===== src/rtl/branch_sequencer_if.sv =====
// Signal bundle between the branch sequencer and its surrounding datapath.
// The slave side is the sequencer; the master side drives the instruction fields and memory handshake.
interface branch_sequencer_if;
    logic        start;
    logic [3:0]  opcode;
    logic [3:0]  cond;
    logic        cc;
    logic        mem_ready;
    logic [3:0]  cond_sel;
    logic        flag_ld;
    logic        ir_ld;
    logic        pc_inc;
    logic        pc_ld;
    logic        alu_en;
    logic        mem_rd;
    logic        mem_wr;
    logic        reg_wr;
    logic        branch_taken;
    logic        illegal;
    logic        busy;
    logic        halted;
    logic        fault;
    logic [2:0]  state;
    logic [15:0] retired;

    modport slave (
        input  start, opcode, cond, cc, mem_ready,
        output cond_sel, flag_ld, ir_ld, pc_inc, pc_ld, alu_en, mem_rd, mem_wr,
               reg_wr, branch_taken, illegal, busy, halted, fault, state, retired
    );

    modport master (
        output start, opcode, cond, cc, mem_ready,
        input  cond_sel, flag_ld, ir_ld, pc_inc, pc_ld, alu_en, mem_rd, mem_wr,
               reg_wr, branch_taken, illegal, busy, halted, fault, state, retired
    );
endinterface


===== src/rtl/branch_sequencer.sv =====
// Multi-cycle instruction sequencer: fetch/decode/execute/memory/writeback/branch control
// with a memory wait watchdog that parks the block in HALT on a stuck access.
module branch_sequencer (
    input  logic              clk,
    input  logic              reset_n,
    branch_sequencer_if.slave bus
);
    typedef enum logic [2:0] {
        S_IDLE   = 3'd0,
        S_FETCH  = 3'd1,
        S_DECODE = 3'd2,
        S_EXEC   = 3'd3,
        S_MEM    = 3'd4,
        S_WB     = 3'd5,
        S_BRANCH = 3'd6,
        S_HALT   = 3'd7
    } state_t;

    localparam logic [3:0] OP_NOP   = 4'b0000;
    localparam logic [3:0] OP_ALU   = 4'b0001;
    localparam logic [3:0] OP_LOAD  = 4'b0010;
    localparam logic [3:0] OP_STORE = 4'b0011;
    localparam logic [3:0] OP_BR    = 4'b0100;
    localparam logic [3:0] OP_HALT  = 4'b1111;

    state_t      r_state;
    state_t      w_next;
    logic [3:0]  r_wait;
    logic [15:0] r_retired;
    logic        r_fault;

    logic [3:0]  w_cond_sel;
    logic        w_flag_ld, w_ir_ld, w_pc_inc, w_pc_ld, w_alu_en;
    logic        w_mem_rd, w_mem_wr, w_reg_wr, w_branch_taken, w_illegal;
    logic        w_timeout;
    logic        w_retire;
    logic        w_wait_clr;
    logic        w_wait_inc;

    always_comb begin
        w_next         = r_state;
        w_cond_sel     = 4'b0000;
        w_flag_ld      = 1'b0;
        w_ir_ld        = 1'b0;
        w_pc_inc       = 1'b0;
        w_pc_ld        = 1'b0;
        w_alu_en       = 1'b0;
        w_mem_rd       = 1'b0;
        w_mem_wr       = 1'b0;
        w_reg_wr       = 1'b0;
        w_branch_taken = 1'b0;
        w_illegal      = 1'b0;
        w_timeout      = 1'b0;
        case (r_state)
            S_IDLE: begin
                if (bus.start) w_next = S_FETCH;
            end
            S_FETCH: begin
                w_mem_rd = 1'b1;
                if (bus.mem_ready) begin
                    w_ir_ld  = 1'b1;
                    w_pc_inc = 1'b1;
                    w_next   = S_DECODE;
                end else if (r_wait == 4'hF) begin
                    w_timeout = 1'b1;
                    w_next    = S_HALT;
                end
            end
            S_DECODE: begin
                case (bus.opcode)
                    OP_NOP:                   w_next = S_FETCH;
                    OP_ALU, OP_LOAD, OP_STORE: w_next = S_EXEC;
                    OP_BR:                    w_next = S_BRANCH;
                    OP_HALT:                  w_next = S_HALT;
                    default: begin
                        w_illegal = 1'b1;
                        w_next    = S_FETCH;
                    end
                endcase
            end
            S_EXEC: begin
                w_alu_en = 1'b1;
                if (bus.opcode == OP_ALU) begin
                    w_flag_ld = 1'b1;
                    w_next    = S_WB;
                end else if (bus.opcode == OP_LOAD || bus.opcode == OP_STORE) begin
                    w_next = S_MEM;
                end else begin
                    w_next = S_FETCH;
                end
            end
            S_MEM: begin
                w_mem_rd = (bus.opcode == OP_LOAD);
                w_mem_wr = (bus.opcode == OP_STORE);
                if (bus.mem_ready) begin
                    w_next = (bus.opcode == OP_LOAD) ? S_WB : S_FETCH;
                end else if (r_wait == 4'hF) begin
                    w_timeout = 1'b1;
                    w_next    = S_HALT;
                end
            end
            S_WB: begin
                w_reg_wr = 1'b1;
                w_next   = S_FETCH;
            end
            S_BRANCH: begin
                // cc comes back combinationally from status selection driven by cond_sel
                w_cond_sel = bus.cond;
                if (bus.cc) begin
                    w_pc_ld        = 1'b1;
                    w_branch_taken = 1'b1;
                end
                w_next = S_FETCH;
            end
            S_HALT: begin
                w_next = S_HALT;
            end
            default: begin
                w_next = S_IDLE;
            end
        endcase
    end

    assign w_retire   = (w_next == S_FETCH) &&
                        (r_state == S_DECODE || r_state == S_WB ||
                         r_state == S_MEM    || r_state == S_BRANCH);
    assign w_wait_clr = (w_next == S_FETCH || w_next == S_MEM) && (w_next != r_state);
    assign w_wait_inc = (r_state == S_FETCH || r_state == S_MEM) && !bus.mem_ready;

    always_ff @(posedge clk or negedge reset_n) begin
        if (!reset_n) begin
            r_state   <= S_IDLE;
            r_wait    <= 4'd0;
            r_retired <= 16'd0;
            r_fault   <= 1'b0;
        end else begin
            r_state <= w_next;
            if (w_wait_clr) begin
                r_wait <= 4'd0;
            end else if (w_wait_inc) begin
                r_wait <= r_wait + 4'd1;
            end
            if (w_retire) r_retired <= r_retired + 16'd1;
            if (w_timeout) r_fault <= 1'b1;
        end
    end

    assign bus.cond_sel     = w_cond_sel;
    assign bus.flag_ld      = w_flag_ld;
    assign bus.ir_ld        = w_ir_ld;
    assign bus.pc_inc       = w_pc_inc;
    assign bus.pc_ld        = w_pc_ld;
    assign bus.alu_en       = w_alu_en;
    assign bus.mem_rd       = w_mem_rd;
    assign bus.mem_wr       = w_mem_wr;
    assign bus.reg_wr       = w_reg_wr;
    assign bus.branch_taken = w_branch_taken;
    assign bus.illegal      = w_illegal;
    assign bus.busy         = (r_state != S_IDLE) && (r_state != S_HALT);
    assign bus.halted       = (r_state == S_HALT);
    assign bus.fault        = r_fault;
    assign bus.state        = r_state;
    assign bus.retired      = r_retired;
endmodule


===== src/flat_wrapper.sv =====
// flat-port wrapper written by rule: the top's interface ports become plain ports
module branch_sequencer_flat 
  (clk, reset_n, bus_start, bus_opcode, bus_cond, bus_cc, bus_mem_ready, bus_cond_sel, bus_flag_ld, bus_ir_ld, bus_pc_inc, bus_pc_ld, bus_alu_en, bus_mem_rd, bus_mem_wr, bus_reg_wr, bus_branch_taken, bus_illegal, bus_busy, bus_halted, bus_fault, bus_state, bus_retired);
  branch_sequencer_if bus_i ();
  input  logic clk;
  input  logic reset_n;
  input wire logic [$bits(bus_i.start)-1:0] bus_start;
  input wire logic [$bits(bus_i.opcode)-1:0] bus_opcode;
  input wire logic [$bits(bus_i.cond)-1:0] bus_cond;
  input wire logic [$bits(bus_i.cc)-1:0] bus_cc;
  input wire logic [$bits(bus_i.mem_ready)-1:0] bus_mem_ready;
  output wire logic [$bits(bus_i.cond_sel)-1:0] bus_cond_sel;
  output wire logic [$bits(bus_i.flag_ld)-1:0] bus_flag_ld;
  output wire logic [$bits(bus_i.ir_ld)-1:0] bus_ir_ld;
  output wire logic [$bits(bus_i.pc_inc)-1:0] bus_pc_inc;
  output wire logic [$bits(bus_i.pc_ld)-1:0] bus_pc_ld;
  output wire logic [$bits(bus_i.alu_en)-1:0] bus_alu_en;
  output wire logic [$bits(bus_i.mem_rd)-1:0] bus_mem_rd;
  output wire logic [$bits(bus_i.mem_wr)-1:0] bus_mem_wr;
  output wire logic [$bits(bus_i.reg_wr)-1:0] bus_reg_wr;
  output wire logic [$bits(bus_i.branch_taken)-1:0] bus_branch_taken;
  output wire logic [$bits(bus_i.illegal)-1:0] bus_illegal;
  output wire logic [$bits(bus_i.busy)-1:0] bus_busy;
  output wire logic [$bits(bus_i.halted)-1:0] bus_halted;
  output wire logic [$bits(bus_i.fault)-1:0] bus_fault;
  output wire logic [$bits(bus_i.state)-1:0] bus_state;
  output wire logic [$bits(bus_i.retired)-1:0] bus_retired;
  assign bus_i.start = bus_start;
  assign bus_i.opcode = bus_opcode;
  assign bus_i.cond = bus_cond;
  assign bus_i.cc = bus_cc;
  assign bus_i.mem_ready = bus_mem_ready;
  assign bus_cond_sel = bus_i.cond_sel;
  assign bus_flag_ld = bus_i.flag_ld;
  assign bus_ir_ld = bus_i.ir_ld;
  assign bus_pc_inc = bus_i.pc_inc;
  assign bus_pc_ld = bus_i.pc_ld;
  assign bus_alu_en = bus_i.alu_en;
  assign bus_mem_rd = bus_i.mem_rd;
  assign bus_mem_wr = bus_i.mem_wr;
  assign bus_reg_wr = bus_i.reg_wr;
  assign bus_branch_taken = bus_i.branch_taken;
  assign bus_illegal = bus_i.illegal;
  assign bus_busy = bus_i.busy;
  assign bus_halted = bus_i.halted;
  assign bus_fault = bus_i.fault;
  assign bus_state = bus_i.state;
  assign bus_retired = bus_i.retired;
  branch_sequencer u_core (.clk(clk), .reset_n(reset_n), .bus(bus_i));
endmodule

===== config.mk =====
export PLATFORM = sky130hd
export DESIGN_NAME = branch_sequencer_flat
export DESIGN_NICKNAME = d
export VERILOG_FILES = /design/src/rtl/branch_sequencer_if.sv /design/src/rtl/branch_sequencer.sv /design/src/flat_wrapper.sv
export SDC_FILE = /design/constraint.sdc
export NUM_CORES = 1
export LEC_CHECK = 0
export ABC_AREA = 1
export CORE_ASPECT_RATIO = 1.5
export CORE_MARGIN = 8
export CORE_UTILIZATION = 45
export CTS_BUF_LIST = sky130_fd_sc_hd__clkbuf_8
export DETAILED_ROUTE_END_ITERATION = 6
export GPL_ROUTABILITY_DRIVEN = 0
export PLACE_DENSITY_LB_ADDON = 0.25
export RECOVER_POWER = 25
export SLEW_MARGIN = 15
export SYNTH_ARGS = -nofsm -noshare
export SYNTH_HDL_FRONTEND = slang
export SYNTH_SLANG_ARGS = --single-unit

===== constraint.sdc =====
create_clock -name clk -period 3.1 [get_ports clk]
set_input_delay 0.775 -clock clk [delete_from_list [all_inputs] [get_ports clk]]
set_output_delay 0.775 -clock clk [all_outputs]
set_load 0.02 [all_outputs]

Yosys cells after proc, flatten, opt, wreduce, memory -nomap -nowiden
Index checks and enable logic that the tools add are counted.
{"block": "word_totals", "input_bits": 13, "register_bits": 24, "out_inout_bits": 36}
{"block": "classes", "n_eq_ne": 17, "addsub": 2, "mux": 27, "reduce_logical": 19}
{"operator": "3-bit 2-to-1 mux", "n": 7}
{"operator": "3-bit one-hot mux with 7 select lines", "n": 1}
{"operator": "16-bit by 1-bit adder with 16-bit output (second input constant)", "n": 1}
{"operator": "3-bit == test (second input constant)", "n": 5}
{"operator": "1-bit 2-to-1 mux", "n": 14}
{"operator": "4-bit 2-to-1 mux", "n": 3}
{"operator": "3-bit one-hot mux with 3 select lines", "n": 1}
{"operator": "4-bit by 2-bit == test with 1-bit output (second input constant)", "n": 2}
{"operator": "4-bit == test (second input constant)", "n": 2}
{"operator": "3-bit by 1-bit == test with 1-bit output (second input constant)", "n": 2}
{"operator": "3-bit by 2-bit == test with 1-bit output (second input constant)", "n": 2}
{"operator": "1-bit logical OR", "n": 6}
{"operator": "6-bit OR reduction", "n": 1}
{"operator": "4-bit by 1-bit adder with 4-bit output (second input constant)", "n": 1}
{"operator": "4-bit by 1-bit == test with 1-bit output (second input constant)", "n": 1}
{"operator": "4-bit by 3-bit == test with 1-bit output (second input constant)", "n": 1}
{"operator": "1-bit logical AND", "n": 4}
{"operator": "4-bit logical NOT", "n": 1}
{"operator": "2-bit OR reduction", "n": 2}
{"operator": "3-bit logical NOT", "n": 1}
{"operator": "3-bit != test", "n": 1}
{"operator": "3-bit != test (second input constant)", "n": 1}
{"operator": "3-bit nonzero test", "n": 1}
{"operator": "3-bit OR reduction", "n": 1}
{"operator": "other kinds (3)", "n": 3}

Logic depth before layout (Yosys ltp)
Gate-level depths: netlist of run 1.
{"block": "depth", "depth_word": 9, "mapped_depth": 14, "ltp_nobuf": 12}

Worst setup path before layout of run 1
OpenSTA, ideal clock, no wires.
{"block": "synth_path", "path_type": "flip-flop to output port", "from": "register u_core.r_state[0] (netlist: u_core.bus.state[0])", "to": "output bus_pc_inc", "path_buffers": 2, "path_stages_with_launch": 9, "required_ns": 2.325, "arrival_time_ns": 1.525, "path_slack_ns": 0.800, "cell_sequence": "dfrtp_1 buf_6 inv_4 nor2_4 inv_2 nor2_2 inv_1 nor2_1 buf_4"}
{"block": "synth_via", "elab_chain_cells": 2}
{"item": "start: declaration", "line_no": "branch_sequencer.sv:26", "rtl": "state_t r_state;"}
{"item": "start signal: assignment", "line_no": "branch_sequencer.sv:137", "rtl": "r_state <= w_next;"}
{"item": "3-bit by 1-bit == test with 1-bit output"}
{"item": "1-bit 2-to-1 mux"}
{"item": "end: declaration", "line_no": "flat_wrapper.sv:15", "rtl": "output wire logic [$bits(bus_i.pc_inc)-1:0] bus_pc_inc;"}
No other way between the ends.

Final worst setup path of run 1
{"block": "layout_path", "from": "input bus_mem_ready", "to": "output bus_pc_inc"}
{"block": "layout_via", "elab_chain_cells": 2}
{"item": "start: declaration", "line_no": "flat_wrapper.sv:11", "rtl": "input wire logic [$bits(bus_i.mem_ready)-1:0] bus_mem_ready;"}
{"item": "1-bit 2-to-1 mux", "line_no": "branch_sequencer.sv:60", "rtl": "if (bus.mem_ready) begin"}
{"item": "1-bit 2-to-1 mux", "line_no": "branch_sequencer.sv:54", "rtl": "case (r_state)"}
No other way between the ends.

==> results.sh, run 1 <==
export IMPL_insertion_delay_ns=0.28
export IMPL_htree_levels=1
export IMPL_start_kind="input pin"
export IMPL_cts_tree="yes"
export IMPL_dp_hpwl_um=3559
export IMPL_ys_types=30
export IMPL_finalCriticalPeriod_ns=2.831
export IMPL_start_util_pct=45.70
export IMPL_ir_drop_uv=269.1
export IMPL_drt_iter0_drc=72
export IMPL_overflow=0
export IMPL_routed_via_count=1782
export IMPL_power_density_nw_per_um2=256.9
export IMPL_final_cell_mix="nand2_1 (66), clkdlybuf4s50_1 (43), nand3_1 (30)"
export IMPL_final_hold_violation_count=0
export IMPL_drv_cap=0
export IMPL_final_util_pct=59.77
export IMPL_synthesis_nets=273
export IMPL_holdWs_ns=0.4891
export IMPL_cts_root_buffer="clkbuf_8"
export IMPL_syn_to_final_growth_pct=30.77
export IMPL_final_fill_count=418
export IMPL_coreArea_um2=4136
export IMPL_wl_um=4537
export IMPL_antenna_found_initial=0
export IMPL_p_leak_nw=1.237
export IMPL_die_area_um2=6574
export IMPL_end_kind="primary output"
export IMPL_grt_pass1_vias=1783
export IMPL_max_freq_ghz=0.3532
export IMPL_dr_pass1_iters=4
export IMPL_ys_ff_latch=24
export IMPL_clock_sinks=24
export IMPL_final_area_um2=2472
export IMPL_placementRows=29
export IMPL_synth_area_um2=1891
export IMPL_worst_pin_slew_ns=1.294
export IMPL_crit_fanout=2
export IMPL_fin_ws_ns=0.2686
export IMPL_slew_violations=0
export IMPL_yosys_warnings=0
export IMPL_die_h_um=95.39
export IMPL_grt_pass1_wl_um=7707
export IMPL_ant_nets=0
export IMPL_final_common_cell="nand2_1"
export IMPL_arrival_ns=2.06
export IMPL_io_pins=49
export IMPL_clk_path_buf_depth=2
export IMPL_drc_errors=0
export IMPL_viasPerCell=5.048
export IMPL_setup_viol=0
export IMPL_rsz0062_at_grt="no"
export IMPL_synth_area_per_cell_um2=7.328
export IMPL_slew_headroom_pct=13.76
export IMPL_clk_pin_slew_ns=0.09
export IMPL_wire_per_inst_um=12.85
export IMPL_dieWidth_um=68.92
export IMPL_num_antenna_cells=0
export IMPL_status="finished, final reports clean"
export IMPL_layout_drive_gt1_share_pct=14.66
export IMPL_syn_inst=258
export IMPL_grt_total_usage_pct=14.53
export IMPL_ys_seq_area_share_pct=31.77
export IMPL_path_class="in2out"
export IMPL_fin_skew_ns=0.008008
export IMPL_cts_hold_buf=0
export IMPL_period_share_pct=91.34
export IMPL_grt_max_degree=25
export IMPL_hp_class="reg2reg"
export IMPL_cp_required_ns=2.32
export IMPL_tns_ns=0
export IMPL_port_buffers=48
export IMPL_nets=323
export IMPL_dpl_worst_slack_ns=0.005003
export IMPL_numCtsBuffers=3
export IMPL_dpl_cell_area_um2=2391
[timing repair]
action / CTS / global route
buffers inserted: 0 / 0
endpoints found under the setup margin: 0 / 4
gates resized for setup: 0 / 6
[cells by family (layout without fill, tap and decap cells)]
| group | Yosys count | count (layout) | synth area share (%) |
|---|---|---|---|
| XOR/XNOR | 17 | 17 | 7.875 |
| AND/OR/NAND/NOR | 156 | 156 | 41.63 |
| adder cells (fa/ha/maj) | 2 | 2 | 1.323 |
| AO/OA/AOI/OAI | 18 | 18 | 6.287 |
| flip-flops | 24 | 24 | 31.77 |
| buffers and inverters | 41 | 90 | 11.12 |
[state kept, by name (all words and copies together), names as in the netlist]
signal	cells
u_core.r_wait	4
u_core.bus.retired	16
u_core.bus.fault	1
u_core.bus.state	3
[power breakdown]
group	internal, W	switching (W)
Sequential	0.000314	0.000000929
Combinational	0.0000209	0.0000197
Clock	0.000173	0.000106
Total	0.000508	0.000127
[final cells by class]
| type | instances | area, um2 | area share, % |
|---|---|---|---|
| clock buffers | 3 | 41.29 | 1.670 |
| flip-flops and latches | 24 | 601.8 | 24.34 |
| clock inverters | 1 | 30.03 | 1.215 |
| multi-input cells | 193 | 1082 | 43.78 |
| inverters | 32 | 127.6 | 5.162 |
| well taps | 46 | 57.56 | 2.328 |
| repair buffers | 54 | 531.8 | 21.51 |
[synth_stat cells]
master | instances | area share (%)
nand2_4 | 4 | 2.4
nor2_2 | 4 | 1.3
o211a_1 | 1 | 0.53
a21oi_1 | 6 | 1.6
nor2_4 | 3 | 1.8
nand3_2 | 1 | 0.53
nand3_1 | 30 | 7.9
nand2_1 | 66 | 13
o21ai_2 | 5 | 2.3
buf_4 | 3 | 1.2
xor2_1 | 6 | 2.8
nor2_8 | 2 | 2.1
inv_1 | 26 | 5.2
dfrtp_1 | 24 | 32
nand4_1 | 3 | 0.99
nor3_1 | 4 | 1.1
nand3_4 | 1 | 0.93
o21bai_1 | 2 | 0.79
nor2_1 | 28 | 5.6
inv_4 | 3 | 0.99
buf_6 | 5 | 3.0
o21ai_0 | 4 | 1.1
nand2_2 | 7 | 2.3
nand3b_1 | 1 | 0.40
clkbuf_1 | 1 | 0.20
xnor2_1 | 11 | 5.1
nor3_4 | 1 | 0.86
inv_2 | 3 | 0.60
ha_1 | 2 | 1.3
nor4_1 | 1 | 0.33
[routing by layer]
layer	track usage [%]	vias up	wire [um]
li1	-	904	-
met1	15.59	822	1754
met2	26.91	49	2383
met3	2.471	7	318
met4	5.210	0	80
met5	0	-	0
[per-stage QoR]
step,std cells,total power [W]
after floorplan,258,0.0003320
after global placement,349,0.0003622
after detailed placement,349,0.0003631
after CTS,353,0.0006447
after global routing,353,0.0006537
final,353,0.0006351
[final timing paths]
kind	from	cells after the start	slack, ns	end
setup / recovery	bus_mem_ready	4	0.27	bus_pc_inc
hold / removal	u_core.bus.fault$_DFFE_PN0P_	1	0.49	u_core.bus.fault$_DFFE_PN0P_
setup reg to reg	u_core.bus.state[1]$_DFF_PN0_	11	1.05	u_core.bus.retired[15]$_DFFE_PN0P_
hold reg to reg	u_core.bus.fault$_DFFE_PN0P_	1	0.49	u_core.bus.fault$_DFFE_PN0P_
max in group asynchronous	reset_n	2	0.95	u_core.bus.state[2]$_DFF_PN0_
min in group asynchronous	reset_n	2	1.29	u_core.bus.retired[11]$_DFFE_PN0P_
[critical path, cell delays in order]
cell,delay [ns]
clkdlybuf4s50_1,0.48
inv_1,0.06
nor2_1,0.13
clkdlybuf4s50_1,0.62
Power figures use the tool's default switching activity.
==> inputs of run 2 (changes only) <==
- SKIP_CTS_REPAIR_TIMING: default -> 1
==> results of run 2 <==
Same layout as run 1: the final DEF is identical, and so are final timing and power.
==> RTL change: new RTL, settings of run 2 <==
Reset style: synchronous (`reset_n`), changed in one clocked block.
--- a/src/rtl/branch_sequencer.sv
+++ b/src/rtl/branch_sequencer.sv
@@ -127,7 +127,7 @@
     assign w_wait_clr = (w_next == S_FETCH || w_next == S_MEM) && (w_next != r_state);
     assign w_wait_inc = (r_state == S_FETCH || r_state == S_MEM) && !bus.mem_ready;
 
-    always_ff @(posedge clk or negedge reset_n) begin
+    always_ff @(posedge clk) begin
         if (!reset_n) begin
             r_state   <= S_IDLE;
             r_wait    <= 4'd0;
Behaviour: differs if reset_n is asserted again (counterexample within 4 cycles, from zero or initial values and one cycle with reset_n low); with reset_n held inactive, the same outputs for 10 cycles.
==> RTL change against run 2 <==
Cell count up 3.1%. Clock skew decreased by 0.0056 ns. Core utilization up 3.6 points. Setup slack lost 0.081 ns. Sequential cell count stayed put. Critical path type unchanged. Critical endpoint unchanged. Via count grew 2.8%. Routed wire length down 3.2%. Cell area fell by 5.6%. Area after synthesis shrank 8.5%. Register-to-register slack better by 0.10 ns. Largest cell class unchanged.
Power is not compared: it rests on default switching activity, and its combinational part moved more than twofold at a synthesized area within 25%.
==> RTL change: results (changes against run 2) <==
metric	value	unit	change
track_usage	0.1441		was 0.1453
vias	1832		was 1782
synth_commonest_cells	nand2_1 (78), nor2_1 (35), inv_1 (29)		was nand2_1 (66), nand3_1 (30), nor2_1 (28)
clk_path_buf_depth	2		unchanged
synth_cell_type_count	32		was 30
crit_path_max_incr_delay	0.63	ns	
netSwitchingFraction	0.2645		
synth_adder_area_share	0.01446		was 0.01324
synth_nets	285		was 273
final_layout_size_suffix_gt1_frac	0.09346		was 0.1466
fin_nets	337		was 323
p_leak	1.039	nW	
crit_path_max_fanout	4		was 2
dp_hpwl	3503	um	was 3559 um
port_buffers	48		unchanged
yosys_warnings	0		unchanged
ys_seq_area_frac	0.2777		was 0.3177
clkTransAtPathRegs	0.09	ns	about the same
layout.cells.non_filler	364		was 353
synth_mux_area_frac	0.005785		was 0
cp_slowest_cell	clkdlybuf4s50_1		unchanged
synth_top_area_frac	0.2777		was 0.3177
htreeDepth	1		unchanged
grt_pass1_wl	7286	um	was 7707 um
ant_nets	0		unchanged
synth_compound_area_frac	0.06652		was 0.06287
synthXorXnorAreaFrac	0.08604		was 0.07876
antenna_found_initial	0		unchanged
arrival	2.14	ns	was 2.06 ns
tightest_slew	0.6553	ns	was 1.294 ns
critPathTopFamily	buffers and inverters		unchanged
n_antenna_cell	0		unchanged
clock_skew	0.002427	ns	was 0.008008 ns
clock-root-buffer	clkbuf_8		unchanged
ir_drop	207.0	uV	
synthCells	270		was 258
postSynth.asyncResetShare	0		was 1.000
first_iter_violations	83		was 72
dpl.cell_count	360		was 349
largest_register_ffs	16		unchanged
status	completed		unchanged
clock_latency	0.27	ns	
routedWlPerCell	12.06	um	was 12.85 um
min_path_type	flip-flop to flip-flop		unchanged
netlist_top_cells_area	dfxtp_1 (28%), nand2_1 (17%), nor2_1 (7.6%)		was dfrtp_1 (32%), nand2_1 (13%), nand3_1 (7.9%)
cts_buffers	3		unchanged
grt_max_degree	19		was 25
maxCapViolations	0		unchanged
drt-pass1-iter-count	4		unchanged
## RTL change: per-stage QoR
stage / cell area [sq um] / power (W) / hold slack (ns) / TNS [ns] / setup slack [ns]
2_1_floorplan: 1730 / 0.0004278 / 0.4890 / 0 / 0.7396
3_3_place_gp: 2250 / 0.0004795 / 0.4407 / -0.1488 / -0.08321
3_5_place_dp: 2250 / 0.0004812 / 0.4470 / -0.2013 / -0.1098
4_1_cts: 2321 / 0.0007521 / 0.4596 / -0.2390 / -0.1279
5_1_grt: 2335 / 0.0007759 / 0.4765 / 0 / 0.1255
6_report: 2335 / 0.0007488 / 0.4517 / 0 / 0.1873
## RTL change: kinds of logic (layout without fill, tap and decap cells)
kind of cell / count (synthesis) / after routing
simple gates: 160 / 160
buf+inv: 43 / 94
flops: 24 / 24
compound gates: 23 / 23
xor+xnor: 17 / 17
fa+ha+maj: 2 / 2
mux: 1 / 1
## RTL change: final cells by class
cell class	instances	area [sq um]
Clock buffer	3	41.29
Clock inverter	1	30.03
Fill cell	326	1348
Inverter	35	133.9
Multi-Input combinational cell	203	1051
Sequential cell	24	481.7
Tap cell	43	53.80
Timing Repair Buffer	55	543.0
## RTL change: final timing paths
| kind | slack [ns] | start | cells after the start | end |
|---|---|---|---|---|
| hold reg to reg | 0.45 | u_core.bus.fault$_SDFFE_PN0P_ | 2 | u_core.bus.fault$_SDFFE_PN0P_ |
| hold / removal | 0.45 | u_core.bus.fault$_SDFFE_PN0P_ | 2 | u_core.bus.fault$_SDFFE_PN0P_ |
| setup / recovery | 0.19 | bus_mem_ready | 4 | bus_pc_inc |
| setup reg to reg | 1.15 | u_core.bus.state[1]$_SDFF_PN0_ | 10 | u_core.bus.retired[10]$_SDFFE_PN0P_ |
## RTL change: power by group through the flow
stage / Combinational, W / Clock (W) / Sequential (W)
floorplan: 0.000101 / 0 / 0.000326
global placement: 0.000150 / 0 / 0.000330
detailed placement: 0.000152 / 0 / 0.000329
CTS: 0.000152 / 0.000277 / 0.000322
global route: 0.000164 / 0.000288 / 0.000324
finish: 0.000150 / 0.000276 / 0.000323
## RTL change: layer usage
metal	share of wire	wire length [um]	vias to the layer above	GRT usage
met1	0.37	1632	815	0.1335
met3	0.069	303	11	0.03654
met2	0.53	2328	51	0.2722
met4	0.029	126	0	0.07156
met5	0	0	-	0
li1	-	-	955	-
## RTL change: worst reg2reg max path, stage by stage, from the launching register on
cell	delay (ns)
dfxtp_1	0.59
inv_2	0.12
nor3_2	0.24
nand2_1	0.11
nand3_2	0.12
nand2_4	0.09
nor2_8	0.14
nand2_8	0.11
inv_4	0.16
nand2_1	0.07
a21oi_1	0.13
